## config.mk

```make
export PLATFORM = sky130hd
export DESIGN_NAME = slc_config_loader
export DESIGN_NICKNAME = d
export VERILOG_FILES = /design/src/rtl/slc_config_loader.sv
export SDC_FILE = /design/constraint.sdc
export NUM_CORES = 1
export LEC_CHECK = 0
export ABC_AREA = 1
export CORE_MARGIN = 8
export CORE_UTILIZATION = 45
export DETAILED_ROUTE_END_ITERATION = 12
export PLACE_DENSITY_LB_ADDON = 0.3
export SYNTH_ARGS = -nofsm -noshare
export SYNTH_HDL_FRONTEND = slang
export SYNTH_SLANG_ARGS = --single-unit
```

## constraint.sdc

```tcl
create_clock -name QCK -period 2.6 [get_ports QCK]
set_clock_uncertainty 0.05 [all_clocks]
set_input_delay 0.39 -clock QCK [delete_from_list [all_inputs] [get_ports QCK]]
set_output_delay 0.39 -clock QCK [all_outputs]
set_load 0.005 [all_outputs]
```

## src/rtl/slc_config_loader.sv

```systemverilog
// Configuration frame loader for one super logic cell: validates header and XOR checksum,
// then commits LUT contents, mode and mux selects atomically while holding the cell's flip-flops.
module slc_config_loader #(
    parameter int                NUM_LC   = 8,
    parameter int                WORD_W   = 16,
    parameter logic [WORD_W-1:0] HDR_WORD = 16'hA5C3
) (
    input  logic                     QCK,
    input  logic                     QRT,
    input  logic                     CFG_START,
    input  logic [WORD_W-1:0]        CFG_DATA,
    input  logic                     CFG_VALID,
    output logic                     CFG_READY,
    output logic [NUM_LC-1:0]        LC_MODE,
    output logic [NUM_LC-1:0]        LC_QDI_MUX,
    output logic [NUM_LC-1:0]        LC_BQZ_MUX,
    output logic [NUM_LC-1:0]        LC_CQZ_MUX,
    output logic [NUM_LC*WORD_W-1:0] LUT_INIT,
    output logic                     SLC_HOLD,
    output logic                     CFG_DONE,
    output logic                     CFG_ERR,
    output logic [2:0]               DBG_STATE
);

    localparam int NUM_SLOTS = NUM_LC + 2;
    localparam int CNT_W     = $clog2(NUM_SLOTS);

    typedef enum logic [2:0] {
        S_IDLE   = 3'd0,
        S_HDR    = 3'd1,
        S_BODY   = 3'd2,
        S_CHK    = 3'd3,
        S_COMMIT = 3'd4
    } state_t;

    state_t                     state_q;
    logic [CNT_W-1:0]           cnt_q;
    logic [WORD_W-1:0]          xor_q;
    logic [WORD_W-1:0]          xor_d;
    logic [WORD_W-1:0]          shadow_q [NUM_SLOTS];
    logic [NUM_LC-1:0]          mode_q;
    logic [NUM_LC-1:0]          qdi_q;
    logic [NUM_LC-1:0]          bqz_q;
    logic [NUM_LC-1:0]          cqz_q;
    logic [NUM_LC*WORD_W-1:0]   lut_q;
    logic                       hold_q;
    logic                       done_q;
    logic                       err_q;
    logic                       accept;

    // Handshake: a word transfers on a rising edge where CFG_VALID and CFG_READY are both high;
    // CFG_READY depends on the state register only, so the host may wait on it combinationally.
    assign CFG_READY = (state_q == S_HDR) || (state_q == S_BODY) || (state_q == S_CHK);
    assign accept    = CFG_VALID && CFG_READY;
    assign xor_d     = xor_q ^ CFG_DATA;

    always_ff @(posedge QCK) begin
        if (QRT) begin
            state_q <= S_IDLE;
            cnt_q   <= '0;
            xor_q   <= '0;
            mode_q  <= '0;
            qdi_q   <= '0;
            bqz_q   <= '0;
            cqz_q   <= '0;
            lut_q   <= '0;
            hold_q  <= 1'b0;
            done_q  <= 1'b0;
            err_q   <= 1'b0;
        end else if (CFG_START) begin
            // START wins over any word on the same edge and over a pending commit.
            state_q <= S_HDR;
            cnt_q   <= '0;
            xor_q   <= '0;
            hold_q  <= 1'b1;
            done_q  <= 1'b0;
            err_q   <= 1'b0;
        end else begin
            case (state_q)
                S_HDR: begin
                    if (accept) begin
                        if (CFG_DATA == HDR_WORD) begin
                            state_q <= S_BODY;
                        end else begin
                            state_q <= S_IDLE;
                            err_q   <= 1'b1;
                            hold_q  <= 1'b0;
                        end
                    end
                end
                S_BODY: begin
                    if (accept) begin
                        shadow_q[cnt_q] <= CFG_DATA;
                        xor_q           <= xor_d;
                        cnt_q           <= cnt_q + 1'b1;
                        if (cnt_q == CNT_W'(NUM_SLOTS - 1)) begin
                            state_q <= S_CHK;
                        end
                    end
                end
                S_CHK: begin
                    if (accept) begin
                        if (CFG_DATA == xor_q) begin
                            state_q <= S_COMMIT;
                        end else begin
                            state_q <= S_IDLE;
                            err_q   <= 1'b1;
                            hold_q  <= 1'b0;
                        end
                    end
                end
                S_COMMIT: begin
                    for (int i = 0; i < NUM_LC; i++) begin
                        lut_q[i*WORD_W +: WORD_W] <= shadow_q[i];
                    end
                    mode_q  <= shadow_q[NUM_LC][NUM_LC-1:0];
                    qdi_q   <= shadow_q[NUM_LC][WORD_W-1:NUM_LC];
                    bqz_q   <= shadow_q[NUM_LC+1][NUM_LC-1:0];
                    cqz_q   <= shadow_q[NUM_LC+1][WORD_W-1:NUM_LC];
                    done_q  <= 1'b1;
                    hold_q  <= 1'b0;
                    state_q <= S_IDLE;
                end
                default: begin
                    state_q <= S_IDLE;
                end
            endcase
        end
    end

    assign LC_MODE    = mode_q;
    assign LC_QDI_MUX = qdi_q;
    assign LC_BQZ_MUX = bqz_q;
    assign LC_CQZ_MUX = cqz_q;
    assign LUT_INIT   = lut_q;
    assign SLC_HOLD   = hold_q;
    assign CFG_DONE   = done_q;
    assign CFG_ERR    = err_q;
    assign DBG_STATE  = state_q;

endmodule

```

==> metrics.cfg <==
[status]
status = finished clean

[yosys]
ys_warn_count = 0
netlist_area_mm2 = 0.0120
synthMostInstantiatedCell = inv_1
ys_async_sr_fraction = 0
ys_types = 34
synth_top_area_share = 0.399
ys.flop_type = dfxtp_1
synth_common_cells = inv_1, dfxtp_1, a21oi_1, edfxtp_1, o21ai_1
synth-seq-cells = 346
synth.largest_area_cell = edfxtp_1
synth_seq_area_share = 0.708
synth.avg_cell_area_um2 = 11.2
syn_nets = 1096
synthCells = 1072
synth_edf_count = 160
synthTopCellsByArea = edfxtp_1, dfxtp_1, a21oi_1, inv_1, o21ai_1

[layout]
design_area_mm2 = 0.0157
drive_gt1_frac = 0.0923
area.growth.synth_to_final_pct = 30.2
fin_util = 0.588
nNetsFinal = 1309
antenna_cells = 0

[sta]
rsz0062_at_grt = false
finalSetupViolCount = 0
slew_headroom = 0.653
tightestPinTransition_ns = 0.519
finalCriticalPeriod_ns = 2.27
fin_setup_tns_ns = 0
hold_violations = 0
maxSlewViolCount = 0
max_freq_mhz = 441
fin_crit_sh = 0.872

[placement]
port_buffers = 186
hpwl_um = 20400
place.gp.congestion = 0.834
place_area_mm2 = 0.0146

[drt]
via_count = 8241
wl_um = 29500
wire_per_inst_um = 17.9
drcViolationCount = 0
first_pass_iters = 5
vias_per_cell = 4.99
drtIter0Drc = 540
ant_nets = 0

[global_routing]
grt_max_degree = 64
grt_pass1_vias = 8214
grt_pass1_wl_um = 46300
track_usage = 0.180
grt.overflow.total = 0
antenna_found_initial = 0

[clock_network]
post-cts-setup-buffer-count = 0
htreeDepth = 2
clkSinkCount = 346
cts_tree = done
cts_resized = 0
numCtsBuffers = 35
holdBufCountCts = 0
cts_max_path_buffers = 3
cts.clk_slew.worst_paths_ns = 0.06
root_buffer = clkbuf_16
clkLatencyLatePin_ns = 0.50

[power_and_ir_drop]
irDropWorstVdd_uv = 348
total_power_mw = 10.8
power_density_mw_per_mm2 = 691
p_leak_nw = 5.28

[worst_setup_path]
worst_setup_path_end_kind = output port
cp_data_required_time_ns = 2.16
startpoint_type = register
cp-startpoint = DBG_STATE[2]$_SDFFE_PP0P_
r2r_setup_slack_ns = 0.63
r2r_end = shadow_q[1][13]$_DFFE_PP_
crit_end = CFG_READY
cp_max_fo = 5
critical_path_class = register to output port
r2r_start = DBG_STATE[1]$_SDFFE_PP0P_
rr_worst_depth = 9
cp.arrival_ns = 1.83

[hold_path]
hp-class = register to register
hp-start = LUT_INIT[45]$_SDFFE_PP0P_

[floorplanning]
initial_core_util = 0.452
core_area_mm2 = 0.0267
die-width_um = 180
die_h_um = 180
placementRows = 60
io_pins = 187
dieArea_mm2 = 0.0323

[flow_run]
drv_cap = 0

[critical path, stage by stage, from the launching register on]
cell and delay, ns:
dfxtp_1 0.51, nor2_2 0.13, nor2_1 0.18, inv_1 0.07
clkdlybuf4s50_1 0.45
[metrics by stage]
step                instances  hold slack [ns]  setup WS [ns]
finish                   1652            0.392          0.332
global route             1652            0.413          0.288
CTS                      1652            0.394          0.333
detailed placement       1589            0.385          0.206
global placement         1589            0.381          0.204
floorplan                1072            0.390         0.0269
[cells in the final DEF, fill, tap and decap left out, types with 15 or more instances in the layout]
master and count:
o21ai_1 143, dfxtp_1 186, buf_12 15, buf_4 33
nand2_1 42, clkbuf_16 37, nor2_1 22, o21ai_0 35
edfxtp_1 160, clkdlybuf4s50_1 186, inv_1 195, a21oi_1 171
[flip-flops by register name, summed over array words and instances, names as in the netlist]
| signal | cells |
|---|---|
| CFG_DONE | 1 |
| LC_QDI_MUX | 8 |
| DBG_STATE | 3 |
| CFG_ERR | 1 |
| LC_CQZ_MUX | 8 |
| cnt_q | 4 |
| xor_q | 16 |
| shadow_q | 160 |
| LUT_INIT | 128 |
| SLC_HOLD | 1 |
| LC_MODE | 8 |
| LC_BQZ_MUX | 8 |
[power breakdown]
| part | switching [mW] | total [mW] | internal [mW] | leakage (nW) |
|---|---|---|---|---|
| clock network | 1.95 | 4.81 | 2.86 | 0.540 |
| logic | 0.214 | 0.326 | 0.112 | 1.81 |
| registers | 0.00403 | 5.70 | 5.69 | 2.94 |
[worst min-delay path by stage]
stage,to,slack [ns],depth (start not counted)
3_5_place_dp,LUT_INIT[45]$_SDFFE_PP0P_,0.38,2
2_1_floorplan,LC_QDI_MUX[6]$_SDFFE_PP0P_,0.39,2
4_1_cts,LUT_INIT[45]$_SDFFE_PP0P_,0.39,2
6_report,LUT_INIT[45]$_SDFFE_PP0P_,0.39,2
3_3_place_gp,LUT_INIT[45]$_SDFFE_PP0P_,0.38,2
5_1_grt,LUT_INIT[41]$_SDFFE_PP0P_,0.41,2
[cells by family after synthesis]
group | after synthesis | synth area share
fa+ha+maj | 4 | 0.00416
compound gates | 364 | 0.155
buf+inv | 258 | 0.0915
flops | 346 | 0.708
simple gates | 94 | 0.0371
xor+xnor | 6 | 0.00436
[layer usage]
layer | wire length (um) | vias to the layer above | track usage
met2 | 15000 | 218 | 0.320
met1 | 12400 | 3957 | 0.218
li1 | - | 4025 | -
met5 | 0 | - | 0
met3 | 1520 | 41 | 0.0375
met4 | 593 | 0 | 0.0530
[cell type report]
type	count	area, um2
fillers	2149	11000
clock inverters	14	115
flip-flops and latches	346	8530
multi-input cells	468	2460
repair buffers	234	2410
inverters	200	753
well taps	341	427
clock buffers	49	991
Note: power is estimated with default switching activity, not from simulation.
